`src/rtl/ps2_host_tx.sv`:
```
// PS/2 host-to-device transmitter: request-to-send, device-clocked shifting with odd parity,
// stop and ACK check. Drives the shared PS2_CLK/PS2_DATA pins through open-drain enables.
module ps2_host_tx #(
  parameter int unsigned INHIBIT_CYCLES = 12000,
  parameter int unsigned TIMEOUT_CYCLES = 1500000,
  parameter int unsigned FILTER_LEN     = 8
) (
  input  logic       clk,
  input  logic       rst,
  input  logic [7:0] tx_data,
  input  logic       tx_valid,
  output logic       tx_ready,
  output logic       busy,
  input  logic       ps2_clk_in,
  input  logic       ps2_data_in,
  output logic       ps2_clk_oe,
  output logic       ps2_data_oe,
  output logic       done,
  output logic       ack_ok,
  output logic       err_noack,
  output logic       err_timeout
);

  localparam int unsigned CNT_MAX = (TIMEOUT_CYCLES > INHIBIT_CYCLES) ? TIMEOUT_CYCLES : INHIBIT_CYCLES;
  localparam int unsigned CW      = $clog2(CNT_MAX + 1);
  localparam int unsigned FW      = $clog2(FILTER_LEN + 1);
  localparam logic [CW-1:0] INH_LAST = CW'(INHIBIT_CYCLES - 1);
  localparam logic [CW-1:0] TMO_LAST = CW'(TIMEOUT_CYCLES - 1);
  localparam logic [FW-1:0] FLT_LAST = FW'(FILTER_LEN - 1);

  typedef enum logic [2:0] {
    S_IDLE, S_INHIBIT, S_START, S_REQ, S_SHIFT, S_WAIT_IDLE, S_DONE
  } state_t;

  state_t        state_q, state_d;
  logic [1:0]    clk_sync_q, clk_sync_d;
  logic [1:0]    data_sync_q, data_sync_d;
  logic          filt_q, filt_d;
  logic [FW-1:0] fcnt_q, fcnt_d;
  logic          fall_q, fall_d;
  logic [CW-1:0] cnt_q, cnt_d;
  logic [3:0]    bit_q, bit_d;
  logic [7:0]    tx_q, tx_d;
  logic          par_q, par_d;
  logic          ack_q, ack_d;
  logic          clk_oe_q, clk_oe_d;
  logic          data_oe_q, data_oe_d;
  logic          done_q, done_d;
  logic          ack_ok_q, ack_ok_d;
  logic          err_noack_q, err_noack_d;
  logic          err_timeout_q, err_timeout_d;

  always_comb begin
    clk_sync_d  = {clk_sync_q[0], ps2_clk_in};
    data_sync_d = {data_sync_q[0], ps2_data_in};

    // Filtered clock only flips after FILTER_LEN consecutive disagreeing samples.
    filt_d = filt_q;
    fcnt_d = '0;
    if (clk_sync_q[1] != filt_q) begin
      if (fcnt_q == FLT_LAST) filt_d = clk_sync_q[1];
      else                    fcnt_d = fcnt_q + FW'(1);
    end
    fall_d = filt_q & ~filt_d;

    state_d       = state_q;
    cnt_d         = cnt_q;
    bit_d         = bit_q;
    tx_d          = tx_q;
    par_d         = par_q;
    ack_d         = ack_q;
    clk_oe_d      = clk_oe_q;
    data_oe_d     = data_oe_q;
    done_d        = 1'b0;
    ack_ok_d      = 1'b0;
    err_noack_d   = 1'b0;
    err_timeout_d = 1'b0;

    case (state_q)
      S_IDLE: begin
        if (tx_valid) begin
          tx_d      = tx_data;
          par_d     = ~^tx_data;
          cnt_d     = '0;
          bit_d     = '0;
          clk_oe_d  = 1'b1;
          data_oe_d = 1'b0;
          state_d   = S_INHIBIT;
        end
      end
      S_INHIBIT: begin
        if (cnt_q == INH_LAST) begin
          data_oe_d = 1'b1;
          state_d   = S_START;
        end else begin
          cnt_d = cnt_q + CW'(1);
        end
      end
      S_START: begin
        clk_oe_d = 1'b0;
        cnt_d    = '0;
        state_d  = S_REQ;
      end
      S_REQ, S_SHIFT, S_WAIT_IDLE: begin
        // Timeout is checked first so it wins over a fall in the same cycle.
        if (cnt_q == TMO_LAST) begin
          clk_oe_d      = 1'b0;
          data_oe_d     = 1'b0;
          done_d        = 1'b1;
          err_timeout_d = 1'b1;
          state_d       = S_IDLE;
        end else begin
          cnt_d = fall_q ? '0 : cnt_q + CW'(1);
          if (state_q == S_REQ) begin
            if (fall_q) begin
              data_oe_d = ~tx_q[0];
              bit_d     = 4'd1;
              state_d   = S_SHIFT;
            end
          end else if (state_q == S_SHIFT) begin
            if (fall_q) begin
              bit_d = bit_q + 4'd1;
              if (bit_q <= 4'd7) begin
                data_oe_d = ~tx_q[bit_q[2:0]];
              end else if (bit_q == 4'd8) begin
                data_oe_d = ~par_q;
              end else if (bit_q == 4'd9) begin
                data_oe_d = 1'b0;
              end else begin
                ack_d     = ~data_sync_q[1];
                data_oe_d = 1'b0;
                state_d   = S_WAIT_IDLE;
              end
            end
          end else begin
            clk_oe_d  = 1'b0;
            data_oe_d = 1'b0;
            if (filt_q && data_sync_q[1]) begin
              done_d      = 1'b1;
              ack_ok_d    = ack_q;
              err_noack_d = ~ack_q;
              state_d     = S_DONE;
            end
          end
        end
      end
      S_DONE: state_d = S_IDLE;
      default: begin
        clk_oe_d  = 1'b0;
        data_oe_d = 1'b0;
        state_d   = S_IDLE;
      end
    endcase
  end

  always_ff @(posedge clk or posedge rst) begin
    if (rst) begin
      state_q       <= S_IDLE;
      clk_sync_q    <= '1;
      data_sync_q   <= '1;
      filt_q        <= 1'b1;
      fcnt_q        <= '0;
      fall_q        <= 1'b0;
      cnt_q         <= '0;
      bit_q         <= '0;
      tx_q          <= '0;
      par_q         <= 1'b0;
      ack_q         <= 1'b0;
      clk_oe_q      <= 1'b0;
      data_oe_q     <= 1'b0;
      done_q        <= 1'b0;
      ack_ok_q      <= 1'b0;
      err_noack_q   <= 1'b0;
      err_timeout_q <= 1'b0;
    end else begin
      state_q       <= state_d;
      clk_sync_q    <= clk_sync_d;
      data_sync_q   <= data_sync_d;
      filt_q        <= filt_d;
      fcnt_q        <= fcnt_d;
      fall_q        <= fall_d;
      cnt_q         <= cnt_d;
      bit_q         <= bit_d;
      tx_q          <= tx_d;
      par_q         <= par_d;
      ack_q         <= ack_d;
      clk_oe_q      <= clk_oe_d;
      data_oe_q     <= data_oe_d;
      done_q        <= done_d;
      ack_ok_q      <= ack_ok_d;
      err_noack_q   <= err_noack_d;
      err_timeout_q <= err_timeout_d;
    end
  end

  assign tx_ready    = (state_q == S_IDLE);
  assign busy        = (state_q != S_IDLE);
  assign ps2_clk_oe  = clk_oe_q;
  assign ps2_data_oe = data_oe_q;
  assign done        = done_q;
  assign ack_ok      = ack_ok_q;
  assign err_noack   = err_noack_q;
  assign err_timeout = err_timeout_q;

endmodule

```
`config.mk`:
```
export PLATFORM = sky130hd
export DESIGN_NAME = ps2_host_tx
export DESIGN_NICKNAME = d
export VERILOG_FILES = /design/src/rtl/ps2_host_tx.sv
export SDC_FILE = /design/constraint.sdc
export NUM_CORES = 1
export LEC_CHECK = 0
export CORE_MARGIN = 2
export CORE_UTILIZATION = 40
export DETAILED_ROUTE_END_ITERATION = 8
export SYNTH_ARGS = -nofsm -noshare
export SYNTH_HDL_FRONTEND = slang
export SYNTH_SLANG_ARGS = --single-unit
```
`constraint.sdc`:
```
create_clock -name clk -period 2.2 [get_ports clk]
set_clock_uncertainty 0.1 [all_clocks]
set_input_delay 0.55 -clock clk [delete_from_list [all_inputs] [get_ports clk]]
set_output_delay 0.55 -clock clk [all_outputs]
set_load 0.02 [all_outputs]
```
Word level (Yosys, flattened, before mapping)
Index checks and enable logic that the tools add are counted.

Add/sub/neg operators: 3. Muxes and demuxes: 62. Reductions and logical operators: 16. Eq/ne operators: 27. $lt $le $gt $ge: 2. Bitwise operators: 14.

Operators by type and width (count): $mux W21 (4); $pmux W21 S4 (1); $mux W1 (33); $mux W3 (11); $mux W4 (8); $add A21 B1 Y21 const B (1); $eq A21 B14 Y1 const B (1); $eq A21 B21 Y1 const B (1); $ne A5 B5 Y1 const B (4); $reduce_and A8 Y1 (2); $ne A3 B3 Y1 const B (5); $not A1 Y1 (13); $pmux W3 S4 (1); $eq A3 B3 Y1 const B (3); $add A4 B1 Y4 const B (2); $eq A4 B4 Y1 const B (2); $ne A2 B2 Y1 const B (4); $ne A4 B4 Y1 const B (2); $pmux W4 S2 (1); $reduce_and A4 Y1 (2); $reduce_xnor A8 Y1 (1); $eq A3 B2 Y1 const B (2); $reduce_and A6 Y1 (1); $reduce_and A5 Y1 (1); 17 further kinds (18).

Flip-flop bits (word level): 54. Output and inout bits: 8.

Depth between registers and ports, before layout
Gate-level depths: netlist (run 1).

Depth after elaboration: 9. Depth in mapped cells: 10. Gate-level depth less buffers: 7.

Worst setup path after synthesis (run 1)
No wires, ideal clock.

Path kind: register to register. Start point: register cnt_q[0]. End point: register state_q[0]. Library setup time: 0.126 ns. Stages on the path, launching flop included: 9. Required time: 1.974 ns. Arrival time: 1.928 ns. Setup slack: 0.046 ns. Path buffers: 1. Cell sequence: dfrtp_1 ha_1 nand3_4 nor4_4 and3_1 buf_6 o32a_4 o31ai_1 a221o_1.

Word-level cells in the longest chain between the ends: 3.

RTL lines: start: declaration (RTL line 41) `logic [CW-1:0] cnt_q, cnt_d;`; start signal: assignment (RTL line 182) `cnt_q <= cnt_d;`; $eq A21 B21 Y1 or $eq A21 B14 Y1 (tied branches) (RTL line 106, 92); $ne A5 B5 Y1 (no line), or another cell as far along; $reduce_and A8 Y1 (no line) or $pmux W3 S4 (tied branches); end signal: assignment (RTL line 176) `state_q <= state_d;`; end: declaration (RTL line 35) `state_t state_q, state_d;`.

Several ways; a longest one is shown, not always the timed one. A chain may end at the register's enable or synchronous reset.

Final worst setup path (run 1)
Start point: register cnt_q[12]. End point: register state_q[0].

The elaborated chain is that of the path after synthesis.

==> results of run 1 <==
[final timing paths]
kind	end	slack (ns)	start	depth (start not counted)
worst max-delay path	state_q[0]	0.05	cnt_q[12]	7
min in group asynchronous	cnt_q[2]	0.47	rst	3
worst max register to register	state_q[0]	0.05	cnt_q[12]	7
worst min register to register	clk_sync_q[1]	0.26	clk_sync_q[0]	0
worst min-delay path	clk_sync_q[1]	0.26	clk_sync_q[0]	0
max in group asynchronous	filt_q	1.23	rst	3
[flip-flops by register name, summed over array words and instances (netlist names), 2 cells and up]
register	flops
data_sync_q	2
tx_q	8
cnt_q	21
bit_q	4
clk_sync_q	2
state_q	3
fcnt_q	4
[logic make-up after synthesis]
| group | share of synthesized area (%) |
|---|---|
| AND/OR/NAND/NOR | 20.6 |
| buffers and inverters | 4.47 |
| flip-flops | 45.8 |
| XOR/XNOR | 3.84 |
| AO/OA/AOI/OAI | 17.1 |
| adder cells (fa/ha/maj) | 2.11 |
| multiplexers | 6.04 |
[timing repair]
action	4_1_cts	5_1_grt
setup buffers	0	9
pin swaps	0	10
cloned	0	1
endpoints found under the setup margin	5	30
hold endpoints to repair	0	0
gates resized for setup	2	31
[synthesized netlist by cell type, types with 2 or more instances]
cell type / n / area share (%)
o31ai_1: 9 / 2.3
buf_4: 4 / 1.0
a21boi_0: 2 / 0.51
inv_1: 10 / 1.3
a31o_2: 2 / 0.59
o21ai_0: 26 / 4.4
nor2b_1: 6 / 1.3
xnor2_1: 11 / 3.3
clkbuf_1: 4 / 0.51
a31oi_1: 3 / 0.63
nand4_1: 6 / 1.3
dfstp_2: 5 / 4.4
nor4_1: 4 / 0.84
and2_1: 2 / 0.42
nor2_1: 32 / 4.1
o21ai_1: 6 / 1.0
o41ai_1: 5 / 1.5
nand2_1: 19 / 2.4
a41oi_1: 2 / 0.59
a21oi_1: 10 / 1.7
nor3_1: 3 / 0.51
mux2_2: 10 / 3.8
buf_2: 6 / 1.0
nor4b_1: 2 / 0.59
o211ai_1: 3 / 0.76
o2111ai_1: 2 / 0.59
nand2b_1: 6 / 1.3
nand3b_1: 2 / 0.51
a211oi_1: 2 / 0.51
ha_1: 5 / 2.1
mux4_2: 2 / 1.5
or3_1: 2 / 0.42
nand3_1: 11 / 1.9
xor2_1: 2 / 0.59
nor3b_1: 3 / 0.76
dfrtp_1: 49 / 41
and3_1: 5 / 1.1
[per-stage QoR]
step | std cells | power (mW) | instance area, um2
after global placement | 438 | 2.53 | 3460
after CTS | 446 | 3.17 | 3560
final | 456 | 3.24 | 3780
after global routing | 456 | 3.47 | 3780
after detailed placement | 438 | 2.56 | 3460
after floorplan | 302 | 2.14 | 2960
[report_power, final]
part / internal [mW] / total [mW] / switching, mW
Combinational: 0.626 / 1.26 / 0.635
Sequential: 1.19 / 1.36 / 0.163
Clock: 0.237 / 0.623 / 0.385
[per-layer routing]
layer  wire [um]  share of wire [%]  track usage [%]
met1        3260                 46             23.4
met2        3530                 49             28.3
met3         255                3.6             2.85
met4          95                1.3             3.08
met5           0                  0                0
[cell type report]
cell class / count / area share, %
Clock buffer: 5 / 1.82
Clock inverter: 3 / 0.762
Sequential cell: 54 / 36.1
Timing Repair Buffer: 64 / 14.4
Multi-Input combinational cell: 221 / 42.5
Tap cell: 99 / 3.28
Inverter: 10 / 0.994
[cells in the final DEF, fill, tap and decap left out, types with 4 or more instances in the layout]
cell type        synthesis  final
o31ai_1                  9      9
o21ai_1                  6      7
dfstp_2                  5      5
nand4_1                  6      6
and3_1                   5      5
o41ai_2                  0      4
a21oi_1                 10      9
inv_1                   10      9
nand2_1                 19     19
nand3_1                 11     10
buf_4                    4     39
ha_1                     5      4
clkbuf_8                 0      5
o21ai_0                 26     25
nor2b_1                  6      6
nand2b_1                 6      5
mux2_2                  10     10
dfrtp_2                  0      6
dfrtp_1                 49     43
nor2_1                  32     31
clkdlybuf4s50_1          0     18
xnor2_1                 11     11
==> summary.txt, run 1 <==
Finish
  • Layout net count: 374
  • P&R area growth vs syn: 27.4%
  • Layout cells sized above 1: 28.3%
  • FILL cells: ~690
  • Storage element area: 1370 um2
  • Number of antenna diodes: 0
  • Post-layout util: a little over half
  • Area of the multi-input gates: about 1600 um2

STA
  • Hold slack: ~0.26 ns
  • Max Clk Rate: 466 MHz
  • Worst-Margin Slew: between 0.3 and 0.4 ns
  • Final worst-path cycle share: 97.5%
  • Pins Over Slew Limit: 0
  • Final WS setup: ~0.054 ns
  • Final hold violation count: 0
  • Setup TNS: 0 ns
  • Slew HR: 76.6%
  • # setup viols final: 0
  • Final min period: 2.15 ns

Synth
  • Post-synthesis cell count: 302
  • Yosys cell types: between 50 and 60
  • Register area share after synthesis: around 46%
  • Number of enable flip-flop cells after synthesis: 0
  • Flops & latches, synth: 54
  • Average cell area after synthesis: 9.81 um2
  • Post-Syn Area: 2960 um2
  • Async S/R FF share, synth: 100%
  • Yosys Warn Count: 0
  • Syn_nets: 320
  • Synth Flop Type: dfrtp_1

Critical path
  • Worst Setup Start Kind: flop
  • Type of the worst setup path: reg2reg
  • Worst path slowest cell: dfrtp_1
  • Crit-path max cell delay: 0.45 ns
  • Buf+Inv Stages, Crit Path: 1
  • Crit path DAT: 2.26 ns
  • CP Data Required Time: around 2.3 ns
  • CP Cell Sequence: nand4bb_4 > nor4_4 > buf_6 > and4_2 > o32a_4 > o31ai_1 > a221o_1
  • CP delay by family, top: simple AND/OR/NAND/NOR gates
  • CP max FO: 7
  • Worst setup EP type: flop

GRT
  • Vias in the first global route: roughly 2400
  • Largest net degree at the start of global routing: 55
  • Antenna violations before repair: 0
  • First-pass GRT wire length: around 11 mm
  • Total GRT Usage: 16.9%
  • Grt ovf: 0

CTS
  • Root Buffer: clkbuf_8
  • TritonCTS Buffers: 5
  • CTS clk-pin slew, worst paths: 0.11 ns
  • Worst skew pair latency: 0.33 ns
  • # H-tree levels: 2
  • CTS tree: done
  • CTS Buffer Depth: 2
  • Clock sinks: 54
  • Number of hold buffers added after cts: 0

Drt
  • Number of DRC violations after detailed-routing iteration 0: 195
  • Number of remaining DRC errors: 0
  • DR pass1 iterations: 4
  • Post-route ant nets: 0
  • Via count: 2509
  • Via density: approximately 5.5
  • Total Wirelength: about 7 mm
  • WL per Instance: roughly 16 um

Floorplanning
  • Die X: 90.1 um
  • DIE AREA: about 8100 um2
  • IO Count: 21
  • Starting Density: 41.1%
  • # rows: 31
  • Core area: 7210 um2
  • Die Y: 90.1 um

Power and ir drop
  • Pwr Density: 858 nW/um2
  • Pleak: about 1.5 nW
  • Peak VDD IR: roughly 0.40 mV

Place
  • Dpl ws: -0.173 ns
  • Port bufs: 20
  • DP Wirelength: 4.73 mm
  • Global placer's final weighted congestion: 0.811

Flow run
  • Max Cap Viol: 0

Run status
  • Status: complete, no violations

Min path
  • Min-delay worst type: reg2reg
Power figures use the tool's default switching activity.
==> run 2, diff against run 1 <==
--- a/config.mk
+++ b/config.mk
@@ -8,6 +8,7 @@
 export CORE_MARGIN = 2
 export CORE_UTILIZATION = 40
 export DETAILED_ROUTE_END_ITERATION = 8
+export REMOVE_ABC_BUFFERS = 1
 export SYNTH_ARGS = -nofsm -noshare
 export SYNTH_HDL_FRONTEND = slang
 export SYNTH_SLANG_ARGS = --single-unit
==> run 2 against run 1 <==
Against the previous run:
- clock power increased by 11%
- maximum frequency increased by 2.9%
- setup slack improved by 0.061 ns
- sequential cell count stayed put
- count of clock-buffer cells in the layout did not move
- die area stayed put
- register-to-register slack better by 0.06 ns
==> summary.txt, run 2 (synthesized netlist as in run 1, its figures left out) <==
Run status
  • Status: complete, no violations

Finish
  • Commonest cells after routing, fill and taps aside: dfrtp_1, buf_4, nor2_1, o21ai_0
  • Number of antenna diodes: 0 (unchanged)
  • Largest register FFs: 21 (unchanged)
  • Layout net count: 379 (+1.3%)
  • Storage element area: 1360 um2 (-0.55%)
  • Area of the multi-input gates: 1530 um2 (-4.9%)
  • Most common cell after layout, fill and taps aside: dfrtp_1
  • Layout cells sized above 1: 25.7% (-2.6 points)
  • Biggest register: cnt_q
  • Largest registers: cnt_q: 21 flops, tx_q: 8 flops
  • P&R area growth vs syn: 26.8%
  • FILL cells: 690 (+0.15%)

Floorplanning
  • Core area: 7210 um2 (unchanged)
  • DIE AREA: 8110 um2 (unchanged)
  • Die X: 90.1 um (unchanged)
  • IO Count: 21 (unchanged)
  • # rows: 31 (unchanged)
  • Starting Density: 41.1% (unchanged)
  • Die Y: 90.1 um (unchanged)

CTS
  • CTS Buffer Depth: 2 (unchanged)
  • CTS clk-pin slew, worst paths: 0.10 ns (about the same)
  • TritonCTS Buffers: 5 (unchanged)
  • Worst skew pair latency: 0.31 ns (-0.02 ns)
  • Clock sinks: 54 (unchanged)
  • CTS tree: done
  • # H-tree levels: 2 (unchanged)
  • Root Buffer: clkbuf_8

STA
  • Slew HR: 76.1% (-0.41 points)
  • Final hold violation count: 0 (unchanged)
  • Final min period: 2.09 ns (-0.0606 ns)
  • Pins Over Slew Limit: 0 (unchanged)
  • Final WS setup: 0.115 ns (+0.0606 ns)
  • # setup viols final: 0 (unchanged)
  • Worst-Margin Slew: 0.353 ns (+0.00376 ns)
  • Max Clk Rate: 480 MHz (+2.9%)
  • Setup TNS: 0 ns (unchanged)
  • RSZ-0062 raised after global routing: false
  • Final worst-path cycle share: 94.8% (-2.8 points)

Critical path
  • Worst Setup Start Kind: flop
  • Type of the worst setup path: reg2reg
  • CP Data Required Time: 2.30 ns (-0.02 ns)
  • Buf+Inv Stages, Crit Path: 1 (unchanged)
  • Worst setup EP type: flop
  • Crit-path max cell delay: 0.40 ns (-0.05 ns)
  • CP Cell Sequence: ha_4 > nand3_4 > nor4_4 > buf_4 > and3_4 > o32a_4 > o31ai_1 > a221o_1
  • CP max FO: 5 (-2)
  • Crit path DAT: 2.19 ns (-0.07 ns)
  • CP delay by family, top: compound AO/OA/AOI/OAI gates
  • Worst path slowest cell: dfrtp_1

Drt
  • Number of DRC violations after detailed-routing iteration 0: 142 (-27%)
  • DR pass1 iterations: 4 (unchanged)
  • Via density: 5.46 (-0.77%)
  • Number of remaining DRC errors: 0 (unchanged)
  • WL per Instance: 14.3 um (-8.4%)
  • Post-route ant nets: 0 (unchanged)
  • Via count: 2517 (+0.32%)
  • Total Wirelength: 6.61 mm (-7.3%)

Min path
  • Min-delay worst type: reg2reg

GRT
  • Antenna violations before repair: 0 (unchanged)
  • Total GRT Usage: 16.8% (-0.12 points)
  • Largest net degree at the start of global routing: 55 (unchanged)
  • Vias in the first global route: 2381 (+0.084%)
  • First-pass GRT wire length: 11.2 mm (-1.4%)
  • Grt ovf: 0 (unchanged)

Place
  • Global placer's final weighted congestion: 0.929 (+15%)
  • DP Wirelength: 4.84 mm (+2.3%)
  • Port bufs: 20 (unchanged)
  • Dpl ws: -0.271 ns (-0.0984 ns)

Power and ir drop
  • Pleak: 1.55 nW (+1.7%)
  • Peak VDD IR: 0.610 mV (+54%)
  • Pwr Density: 886 nW/um2 (+3.3%)

Flow run
  • Max Cap Viol: 0 (unchanged)
run 2: changes by cell type in the layout (fill, tap and decap cells not counted), sizes merged:
cell           delta
buf               +5
clkdlybuf4s15     +2
clkinv            -2
bufinv            +1
clkbuf            -1
clkinvlp          +1
dlygate4sd2       -1
run 2: repair_timing:
action / CTS / global route
pin swaps: 1 / 2
setup endpoints to repair: 15 / 17
setup buffers: 1 / 0
hold buffers: 0 / 0
gates resized for setup: 5 / 11
run 2: metrics by stage:
stage | power (mW) | utilization, % | cell area [um2] | hold WS, ns | std cells
floorplan | 2.08 | - | 2870 | 0.245 | 285
global placement | 2.61 | 49.6 | 3580 | 0.247 | 452
detailed placement | 2.63 | 49.6 | 3580 | 0.247 | 452
CTS | 3.34 | 51.4 | 3710 | 0.262 | 461
global route | 3.56 | 52.1 | 3760 | 0.266 | 461
finish | 3.33 | 52.1 | 3760 | 0.260 | 461
run 2: report_power, final:
group,internal (mW),switching (mW)
Combinational,0.676,0.617
Sequential,1.19,0.154
Clock,0.347,0.343
Total,2.22,1.11
run 2: worst paths after layout:
path	from	to	depth (start not counted)	slack [ns]
worst max-delay path	cnt_q[1]	state_q[0]	8	0.11
worst min-delay path	clk_sync_q[0]	clk_sync_q[1]	0	0.26
worst max register to register	cnt_q[1]	state_q[0]	8	0.11
worst min register to register	clk_sync_q[0]	clk_sync_q[1]	0	0.26
max in group asynchronous	rst	clk_sync_q[0]	3	1.20
min in group asynchronous	rst	cnt_q[16]	3	0.49
run 2: area by class of cell:
class	count	share of cell area [%]
Timing Repair Buffer	69	15.8
Inverter	10	0.999
Clock buffer	5	1.83
Clock inverter	3	1.30
Multi-Input combinational cell	221	40.6
Sequential cell	54	36.1
Tap cell	99	3.30
run 2: metal layers:
layer  track usage (%)  wire (um)  vias to the layer above
met2              27.4       3110                       54
li1                  -          -                     1219
met4              5.13         95                        0
met1              23.1       3140                     1236
met5                 0          0                        -
met3              2.68        265                        8
